**src/rtl/div_pkg.sv**
```systemverilog
// Shared types and widths for the divider request scheduler.
package div_pkg;

    localparam int unsigned DIVIDEND_W = 10;
    localparam int unsigned DIVISOR_W  = 3;
    localparam int unsigned QUOT_W     = 20;

    localparam logic [1:0] ERR_OK   = 2'd0;
    localparam logic [1:0] ERR_DIV0 = 2'd1;
    localparam logic [1:0] ERR_TMO  = 2'd2;

    typedef enum logic [2:0] {
        IDLE,
        ISSUE,
        WAIT,
        RESP,
        DRAIN
    } state_e;

endpackage

```
**src/rtl/rr_arbiter.sv**
```systemverilog
// Combinational round-robin arbiter: search starts one past the pointer and wraps.
module rr_arbiter #(
    parameter int unsigned N_REQ = 4,
    parameter int unsigned ID_W  = 2
) (
    input  logic [N_REQ-1:0] req,
    input  logic [ID_W-1:0]  pointer,
    output logic [N_REQ-1:0] grant,
    output logic [ID_W-1:0]  index
);

    // Walk offsets from farthest to nearest so the nearest requester overrides.
    always_comb begin
        grant = '0;
        index = '0;
        for (int k = int'(N_REQ); k >= 1; k--) begin
            for (int i = 0; i < int'(N_REQ); i++) begin
                if (req[i] && (((int'(pointer) + k) % int'(N_REQ)) == i)) begin
                    grant    = '0;
                    grant[i] = 1'b1;
                    index    = ID_W'(i);
                end
            end
        end
    end

endmodule

```
**src/rtl/div_req_scheduler.sv**
```systemverilog
// Shares one iterative divider among N_REQ requesters, one operation at a time,
// with divide-by-zero screening and a watchdog that resets a hung core.
module div_req_scheduler
    import div_pkg::*;
#(
    parameter int unsigned N_REQ   = 4,
    parameter int unsigned ID_W    = 2,
    parameter int unsigned TIMEOUT = 64
) (
    input  logic                        clk,
    input  logic                        rst_n,
    input  logic [N_REQ-1:0]            req_valid,
    input  logic [N_REQ*DIVIDEND_W-1:0] req_dividend,
    input  logic [N_REQ*DIVISOR_W-1:0]  req_divisor,
    output logic [N_REQ-1:0]            req_ready,
    output logic                        rsp_valid,
    input  logic                        rsp_ready,
    output logic [ID_W-1:0]             rsp_id,
    output logic [QUOT_W-1:0]           rsp_data,
    output logic [1:0]                  rsp_err,
    output logic                        div_in_valid,
    output logic [DIVIDEND_W-1:0]       div_in_data_1,
    output logic [DIVISOR_W-1:0]        div_in_data_2,
    input  logic                        div_out_valid,
    input  logic [QUOT_W-1:0]           div_out_data,
    output logic                        div_rst_n
);

    localparam int unsigned CNT_W = $clog2(TIMEOUT);

    state_e                state_q, state_d;
    logic [ID_W-1:0]       ptr_q, ptr_d;
    logic [ID_W-1:0]       id_q, id_d;
    logic [DIVIDEND_W-1:0] dividend_q, dividend_d;
    logic [DIVISOR_W-1:0]  divisor_q, divisor_d;
    logic [QUOT_W-1:0]     data_q, data_d;
    logic [1:0]            err_q, err_d;
    logic [CNT_W-1:0]      cnt_q, cnt_d;
    logic                  div_rst_q;

    logic [N_REQ-1:0]      grant;
    logic [ID_W-1:0]       grant_idx;
    logic                  accept;
    logic                  timeout_hit;
    logic [DIVIDEND_W-1:0] sel_dividend;
    logic [DIVISOR_W-1:0]  sel_divisor;

    rr_arbiter #(
        .N_REQ (N_REQ),
        .ID_W  (ID_W)
    ) u_arb (
        .req     (req_valid),
        .pointer (ptr_q),
        .grant   (grant),
        .index   (grant_idx)
    );

    assign req_ready = (state_q == IDLE) ? grant : '0;
    assign accept    = |(req_valid & req_ready);

    always_comb begin
        sel_dividend = '0;
        sel_divisor  = '0;
        for (int i = 0; i < int'(N_REQ); i++) begin
            if (grant[i]) begin
                sel_dividend = req_dividend[i*DIVIDEND_W +: DIVIDEND_W];
                sel_divisor  = req_divisor[i*DIVISOR_W +: DIVISOR_W];
            end
        end
    end

    assign timeout_hit = (state_q == WAIT) && !div_out_valid
                         && (cnt_q == CNT_W'(TIMEOUT - 1));

    // Watchdog pulse is combinational so the core is reset at the abort edge itself.
    assign div_rst_n     = div_rst_q & ~timeout_hit;
    assign rsp_valid     = (state_q == RESP);
    assign rsp_id        = id_q;
    assign rsp_data      = data_q;
    assign rsp_err       = err_q;
    assign div_in_valid  = (state_q == ISSUE) && !div_out_valid;
    assign div_in_data_1 = dividend_q;
    assign div_in_data_2 = divisor_q;

    always_comb begin
        state_d    = state_q;
        ptr_d      = ptr_q;
        id_d       = id_q;
        dividend_d = dividend_q;
        divisor_d  = divisor_q;
        data_d     = data_q;
        err_d      = err_q;
        cnt_d      = cnt_q;
        case (state_q)
            IDLE: begin
                if (accept) begin
                    ptr_d      = grant_idx;
                    id_d       = grant_idx;
                    dividend_d = sel_dividend;
                    divisor_d  = sel_divisor;
                    if (sel_divisor == '0) begin
                        data_d  = '1;
                        err_d   = ERR_DIV0;
                        state_d = RESP;
                    end else begin
                        state_d = ISSUE;
                    end
                end
            end
            ISSUE: begin
                // A stale out_valid holds us here; the issue happens once it clears.
                if (!div_out_valid) begin
                    cnt_d   = '0;
                    state_d = WAIT;
                end
            end
            WAIT: begin
                if (div_out_valid) begin
                    data_d  = div_out_data;
                    err_d   = ERR_OK;
                    state_d = RESP;
                end else if (timeout_hit) begin
                    data_d  = '0;
                    err_d   = ERR_TMO;
                    state_d = RESP;
                end else begin
                    cnt_d = cnt_q + 1'b1;
                end
            end
            RESP: begin
                if (rsp_ready) begin
                    state_d = DRAIN;
                end
            end
            DRAIN: begin
                if (!div_out_valid) begin
                    state_d = IDLE;
                end
            end
            default: state_d = IDLE;
        endcase
    end

    always_ff @(posedge clk) begin
        if (!rst_n) begin
            state_q    <= IDLE;
            ptr_q      <= ID_W'(N_REQ - 1);
            id_q       <= '0;
            dividend_q <= '0;
            divisor_q  <= '0;
            data_q     <= '0;
            err_q      <= ERR_OK;
            cnt_q      <= '0;
            div_rst_q  <= 1'b0;
        end else begin
            state_q    <= state_d;
            ptr_q      <= ptr_d;
            id_q       <= id_d;
            dividend_q <= dividend_d;
            divisor_q  <= divisor_d;
            data_q     <= data_d;
            err_q      <= err_d;
            cnt_q      <= cnt_d;
            div_rst_q  <= 1'b1;
        end
    end

endmodule

```
**config.mk**
```make
export PLATFORM = sky130hd
export DESIGN_NAME = div_req_scheduler
export DESIGN_NICKNAME = d
export VERILOG_FILES = /design/src/rtl/div_pkg.sv /design/src/rtl/rr_arbiter.sv /design/src/rtl/div_req_scheduler.sv
export SDC_FILE = /design/constraint.sdc
export NUM_CORES = 1
export LEC_CHECK = 0
export ABC_AREA = 1
export CORE_MARGIN = 2
export CORE_UTILIZATION = 42
export CTS_CLUSTER_SIZE = 12
export DETAILED_ROUTE_END_ITERATION = 10
export GPL_TIMING_DRIVEN = 1
export HOLD_SLACK_MARGIN = 0.12
export PLACE_DENSITY = 0.8
export SLEW_MARGIN = 5
export SYNTH_ARGS = -nofsm -noshare
export SYNTH_HDL_FRONTEND = slang
export SYNTH_SLANG_ARGS = --single-unit
```
**constraint.sdc**
```tcl
create_clock -name clk -period 2.15 [get_ports clk]
set_input_delay 0.3225 -clock clk [delete_from_list [all_inputs] [get_ports clk]]
set_output_delay 0.3225 -clock clk [all_outputs]
set_load 0.01 [all_outputs]
```
==> key figures, run 1 <==
Worst setup path
  • R2R Setup Slk: 0.02 ns
  • CP startpoint kind: flop
  • FF-to-FF path depth: 13
  • Worst path arrival time: 2.36 ns
  • Critical path class: flop to flop
  • Worst r2r dst: rsp_err[1]$_SDFFE_PN0P_
  • Req. time, crit path: 2.38 ns
  • Crit-path max cell delay: 0.37 ns
  • Crit path cell chain: ha_4 -> nand2_4 -> nor3_4 -> nand3_2 -> buf_4 -> buf_4 -> buf_4 -> buf_4 -> buf_4 -> buf_4 -> buf_4 -> buf_4 -> a21oi_2
  • Worst setup path startpoint: cnt_q[1]$_SDFFE_PN0P_
  • CP Capture Point: rsp_err[1]$_SDFFE_PN0P_
  • CP max FO: 3
  • Endpoint class of the critical path: flop
  • Reg2reg start: cnt_q[1]$_SDFFE_PN0P_
  • Slowest cell on the critical path: dfxtp_2
  • Most used cell, CP: buf_4

Synth
  • Cell with the most instances after synthesis: nand2_1
  • Synth unique cells: 35
  • Synth Instances: 425
  • Combinational family with the most area after synthesis: simple AND/OR/NAND/NOR gates
  • Netlist Area Pre-Place: 2810 um2
  • Async S/R FF share, synth: 0
  • Compound-Gate Fraction of Synth Area: 0.174
  • Yosys top cell area share: 0.350
  • Area leader, netlist: dfxtp_1
  • YS warnings: 0
  • Number of synthesized register bits: 49
  • Adder-cell share of the synthesized area: 0.00446
  • Top post-synthesis cells by count: nand2_1 (119), nand3_1 (60), dfxtp_1 (49), inv_1 (45), a21oi_1 (32)
  • Syn nets: 506
  • Mux cell area share after synthesis: 0
  • Syn Area/Cell: 6.60 um2
  • Post-Synth Simple-Gate Area: 0.355
  • Post-synth EDFFs: 0
  • Synth top area cells: dfxtp_1 (35%), nand2_1 (16%), nand3_1 (11%)
  • Synth Area in XOR/XNOR: 0.00312
  • Seq/Total Area, Yosys: 0.350
  • Top FF cell, synth: dfxtp_1

Global route
  • Vias in the first global route: 3236
  • First-pass GRT wire length: 14.2 mm
  • Initial antenna violation count: 0
  • Grt total ovfl: 0
  • GR Util met1: 0.277
  • Total global-route track usage: 0.234
  • Met3 Track Usage GR: 0.0443
  • Routing usage on met2: 0.423
  • Largest net degree at the start of global routing: 22
  • Layer with the highest usage: met2

Hold path
  • Worst Hold Class: flop to flop

Layout
  • Ratio of cells with drive above 1 in the final layout: 0.211
  • Fillers: 505
  • Antenna Cells: 0
  • Final net count: 670
  • Final Instance Area: 4700 um2
  • Final Non-Filler Cells: 666
  • Layout overhead on the synthesized area: 67.5%

STA
  • Fmax achieved: 0.469 GHz
  • Actual slew at the worst max-slew pin: 0.369 ns
  • Post-layout min period: 2.13 ns
  • Post-route setup TNS: 0 ns
  • Slew headroom: 0.753
  • # setup viols final: 0
  • Unrepaired setup endpoints after global routing: yes
  • Fin. Hold Viols: 0
  • Clock skew after layout: 0.00905 ns
  • Slew Limit Fails: 0
  • Fin crit share: 0.993

CTS
  • Clock H-tree levels: 2
  • CTS tree: built
  • Worst-path clk slew: 0.09 ns
  • Clk sinks: 49
  • Clk buf depth: 2
  • Clock root buffer: clkbuf_8
  • Clock Latency Late Sink: 0.29 ns
  • Cts bufs inserted: 5

Placed design
  • DP HPWL: 6.34 mm
  • Inst Count DP: 645
  • # port buffers: 123
  • Cell area after placement: 4350 um2
  • GP Congestion: 0.899

Status
  • Status: complete, but fails checks
  • Failing checks: DRC

Power and ir drop
  • IR drop worst, VDD: 777 uV
  • Total Power: 5.49 mW
  • Pwr per Cell Area: 1170 nW/um2
  • Static leakage: 2.11 nW

Floorplan
  • Die height: 85.7 um
  • Io pins: 124
  • Die width: 85.7 um
  • Core footprint: 6420 um2
  • DIE AREA: 7350 um2
  • Starting Density: 0.437
  • Row cnt: 29

Route
  • Via count: 3379
  • Drt total wl: 8.99 mm
  • ANT nets after route: 0
  • Initial DRC count: 136
  • Detailed-route wire length per cell: 13.5 um
  • Remaining DRCs: 1
  • DR pass1 iterations: 7
  • Vias per Instance: 5.07

Run
  • Max-Cap Viols: 0
## area by class of cell
| cell class | count | area [um2] | area share |
|---|---|---|---|
| inverters | 51 | 196 | 0.0418 |
| well taps | 77 | 96.3 | 0.0205 |
| multi-input cells | 304 | 1620 | 0.344 |
| flip-flops and latches | 49 | 993 | 0.211 |
| repair buffers | 178 | 1710 | 0.364 |
| clock buffers | 7 | 86.3 | 0.0184 |
## logic make-up (layout without fill, tap and decap cells)
group	after synthesis	after routing
AOI/OAI and AO/OA	79	79
xor gates and xnor gates	1	1
adders and majority gates	1	1
buffers and inverters	72	236
DFF	49	49
and+or+nand+nor	223	223
## timing repair
action	4_1_cts	5_1_grt
pin swaps	3	9
resized for setup	17	33
hold buffers	0	0
setup endpoints to repair	5	38
cloned	0	2
buffers inserted	9	3
## sequential cells by signal (all words and copies together) (netlist names)
signal         cells
state_q            3
rsp_id             2
rsp_err            2
div_in_data_2      3
div_in_data_1     10
ptr_q              2
div_rst_q          1
rsp_data          20
cnt_q              6
## where the power goes
group	switching (mW)	leakage, nW	internal, mW	total (mW)
clock network	0.285	0.0443	0.256	0.541
logic	1.86	1.66	1.77	3.62
registers	0.156	0.404	1.17	1.32
total	2.30	2.11	3.19	5.49
## worst min-delay path by stage
stage / from / end / cells past startpoint
after floorplan: rst_n / div_rst_q$_DFF_P_ / 0
after global placement: rsp_err[0]$_SDFFE_PN0P_ / rsp_err[0]$_SDFFE_PN0P_ / 2
after detailed placement: rsp_err[0]$_SDFFE_PN0P_ / rsp_err[0]$_SDFFE_PN0P_ / 2
after CTS: rsp_err[0]$_SDFFE_PN0P_ / rsp_err[0]$_SDFFE_PN0P_ / 2
after global routing: rsp_err[0]$_SDFFE_PN0P_ / rsp_err[0]$_SDFFE_PN0P_ / 2
final: rsp_err[0]$_SDFFE_PN0P_ / rsp_err[0]$_SDFFE_PN0P_ / 2
## stage by stage
| step | hold slack, ns | util | worst slack [ns] |
|---|---|---|---|
| after CTS | 0.451 | 0.704 | 0.00785 |
| after global placement | 0.437 | 0.678 | -0.287 |
| after floorplan | 0.350 | - | 0.354 |
| after global routing | 0.484 | 0.732 | -0.0393 |
| after detailed placement | 0.438 | 0.678 | -0.348 |
| final | 0.455 | 0.732 | 0.0156 |
## critical path, delay by kind of cell, from the launching register on
kind                       cells  cell delay, ns
AOI/OAI and AO/OA              1            0.12
adders and majority gates      1            0.16
and+or+nand+nor                3            0.39
DFF                            1            0.37
buffers and inverters          8            1.02
## routing by layer
layer | up-vias | wire length [um]
met5 | - | 0
met4 | 0 | 244
met3 | 24 | 407
met2 | 106 | 4630
met1 | 1547 | 3710
li1 | 1702 | -
## cell usage in the layout (no fill, tap or decap), types with 2 or more instances in the layout
master / instances
a21oi_1: 31
a21oi_2: 21
a31oi_1: 2
buf_12: 3
buf_4: 47
buf_6: 3
clkbuf_16: 2
clkbuf_2: 2
clkbuf_8: 6
clkdlybuf4s50_1: 114
dfxtp_1: 45
dfxtp_4: 3
dlygate4sd2_1: 6
inv_1: 45
inv_2: 4
inv_4: 2
nand2_1: 114
nand2_2: 8
nand2_4: 3
nand3_1: 55
nand3_2: 6
nand3b_1: 2
nor2_1: 15
nor2_2: 5
nor2_4: 3
nor3_1: 4
o21ai_0: 14
o21ai_1: 6
Power figures use the tool's default switching activity.
==> inputs of run 2 (changes only) <==
CAP_MARGIN = 25   (was unset)
==> results of run 2 <==
No change in the layout: final DEF, timing and power equal those of run 1.
==> inputs of run 3 (changes only) <==
CELL_PAD_IN_SITES_DETAIL_PLACEMENT = 0   (was unset)
CELL_PAD_IN_SITES_GLOBAL_PLACEMENT = 2   (was unset)
CORE_MARGIN = unset   (was 2)
CORE_UTILIZATION = 21   (was 42)
PLACE_DENSITY = unset   (was 0.8)
PLACE_DENSITY_LB_ADDON = 0.1   (was unset)
==> key figures, run 3 (synthesis gave the netlist of run 1 again) <==
Worst setup path
  • Req. time, crit path: 1.83 ns (-0.55 ns)
  • Critical path class: flop to output port
  • Worst path arrival time: 1.72 ns (-0.64 ns)
  • Worst setup path startpoint: ptr_q[0]$_SDFFE_PN1P_
  • CP startpoint kind: flop
  • Reg2reg start: ptr_q[1]$_SDFFE_PN1P_
  • Worst r2r dst: rsp_data[1]$_SDFFE_PN0P_
  • R2R Setup Slk: 0.13 ns (+0.11 ns)
  • Endpoint class of the critical path: output port
  • FF-to-FF path depth: 16 (+3)
  • CP max FO: 8 (+5)

Hold path
  • Worst Hold Depth: 2 (unchanged)
  • Hold Path Sink: rsp_err[0]$_SDFFE_PN0P_
  • Worst Hold Launch: rsp_err[0]$_SDFFE_PN0P_
  • Worst Hold Class: flop to flop

Floorplan
  • Starting Density: 0.219 (-0.218)
  • Die width: 118 um (+37%)
  • DIE AREA: 13800 um2 (+88%)
  • Core footprint: 12800 um2 (+100%)
  • Io pins: 124 (unchanged)
  • Die height: 118 um (+37%)
  • Row cnt: 41 (+41%)

Layout
  • Fillers: 1428 (+180%)
  • Final Non-Filler Cells: 755 (+13%)
  • Max reg flops: 20 (unchanged)
  • Final Instance Area: 4900 um2 (+4.2%)
  • Most common cell after layout, fill and taps aside: clkdlybuf4s50_1
  • Final net count: 663 (-1.0%)
  • Layout overhead on the synthesized area: 74.6%
  • Commonest cells after routing, fill and taps aside: clkdlybuf4s50_1 (114), nand2_1 (112), nand3_1 (50)
  • Ratio of cells with drive above 1 in the final layout: 0.223 (+0.0125)
  • Antenna Cells: 0 (unchanged)

Placed design
  • DP HPWL: 7.30 mm (+15%)
  • # port buffers: 123 (unchanged)
  • GP Congestion: 0.788 (-12%)
  • Cell area after placement: 4480 um2 (+2.9%)
  • Inst Count DP: 741 (+15%)

STA
  • Slew headroom: 0.689 (-0.0640)
  • Post-layout min period: 2.05 ns (-0.0880 ns)
  • Fin. Hold Viols: 0 (unchanged)
  • Fin crit share: 0.952 (-0.0410)
  • Actual slew at the worst max-slew pin: 0.465 ns (+0.0959 ns)
  • # setup viols final: 0 (unchanged)
  • Clock skew after layout: 0.00234 ns (-0.00671 ns)
  • Fmax achieved: 0.489 GHz (+4.3%)
  • Slew Limit Fails: 0 (unchanged)

CTS
  • Clock H-tree levels: 2 (unchanged)
  • Cts bufs inserted: 5 (unchanged)
  • Clock Latency Late Sink: 0.29 ns (about the same)
  • Clk sinks: 49 (unchanged)
  • Clk buf depth: 2 (unchanged)
  • CTS tree: built
  • Clock root buffer: clkbuf_16
  • Worst-path clk slew: 0.06 ns (-0.03 ns)
  • CTS Hold Bufs: 0 (unchanged)

Global route
  • Initial antenna violation count: 0 (unchanged)
  • Grt total ovfl: 0 (unchanged)
  • Vias in the first global route: 3219 (-0.53%)
  • Largest net degree at the start of global routing: 26 (+18%)
  • Total global-route track usage: 0.136 (-0.0971)
  • First-pass GRT wire length: 15.3 mm (+7.9%)

Route
  • ANT nets after route: 0 (unchanged)
  • Remaining DRCs: 0 (-1)
  • Via count: 3225 (-4.6%)
  • Detailed-route wire length per cell: 12.7 um (-5.6%)
  • Drt total wl: 9.62 mm (+7.0%)
  • DR pass1 iterations: 4 (-3)
  • Vias per Instance: 4.27 (-16%)
  • Initial DRC count: 99 (-27%)

Power and ir drop
  • Switching Fraction: 0.424 (+0.00513)
  • Pwr per Cell Area: 1180 nW/um2 (+1.3%)
  • Switching power: 2.46 mW (+6.9%)
  • Seq pwr share: 0.229 (-0.012)
  • IR drop worst, VDD: 383 uV (-51%)
  • Combinational Power Share: 0.638 (-0.022)
  • Static leakage: 2.10 nW (-0.56%)
  • Int Power: 3.34 mW (+4.7%)
  • Clock share of power: 0.133 (+0.034)

Status
  • Status: completed

Run
  • Max-Cap Viols: 0 (unchanged)
-- run 3: area by class of cell --
| type | count | area, um2 | share of cell area |
|---|---|---|---|
| clock buffers | 5 | 125 | 0.0255 |
| clock inverters | 3 | 17.5 | 0.00357 |
| inverters | 51 | 206 | 0.0421 |
| multi-input cells | 304 | 1700 | 0.346 |
| flip-flops and latches | 49 | 990 | 0.202 |
| well taps | 172 | 215 | 0.0439 |
| repair buffers | 171 | 1650 | 0.336 |
-- run 3: power by group through the flow --
stage | combinational, mW | sequential (mW) | clock (mW)
3_5_place_dp | 3.24 | 1.32 | 0
2_1_floorplan | 1.80 | 1.37 | 0
5_1_grt | 4.09 | 1.36 | 0.841
6_report | 3.70 | 1.33 | 0.768
4_1_cts | 3.28 | 1.32 | 0.809
3_3_place_gp | 3.25 | 1.32 | 0
-- run 3: per-layer routing --
metal / vias to the layer above / wire (um) / GRT usage
met1: 1444 / 4150 / 0.162
li1: 1694 / - / -
met4: 0 / 208 / 0.0457
met5: - / 0 / 0
met2: 70 / 4820 / 0.238
met3: 17 / 438 / 0.0334
-- run 3: worst max-delay path by stage --
| stage | end | slack (ns) | cells after the start |
|---|---|---|---|
| after floorplan | rsp_data[5]$_SDFFE_PN0P_ | 0.35 | 16 |
| after global placement | req_ready[2] | -0.40 | 13 |
| after detailed placement | req_ready[2] | -0.40 | 11 |
| after CTS | rsp_data[13]$_SDFFE_PN0P_ | 0.01 | 15 |
| after global routing | rsp_data[9]$_SDFFE_PN0P_ | -0.01 | 16 |
| final | req_ready[0] | 0.10 | 10 |
-- run 3: worst max-delay path, stage by stage, from the launching register on --
cell	delay, ns
dfxtp_4	0.39
buf_4	0.15
nor2_4	0.09
buf_6	0.11
nand2_4	0.06
inv_2	0.07
nor2_4	0.04
buf_4	0.13
nand2_1	0.08
inv_1	0.04
dlygate4sd2_1	0.27
-- run 3: repair_timing --
item	4_1_cts	5_1_grt
pin swaps	2	15
buffers inserted	1	3
gates cloned	0	2
resized for setup	22	54
endpoints found under the setup margin	43	43
-- run 3: metrics by stage --
stage | hold WS (ns) | power [mW] | setup slack, ns | TNS (ns) | utilization
2_1_floorplan | 0.350 | 3.17 | 0.354 | 0 | -
3_3_place_gp | 0.446 | 4.56 | -0.401 | -14.16 | 0.349
3_5_place_dp | 0.447 | 4.55 | -0.400 | -14.16 | 0.349
4_1_cts | 0.457 | 5.40 | 0.0100 | 0 | 0.363
5_1_grt | 0.472 | 6.29 | -0.00957 | -0.0264 | 0.382
6_report | 0.452 | 5.79 | 0.104 | 0 | 0.382
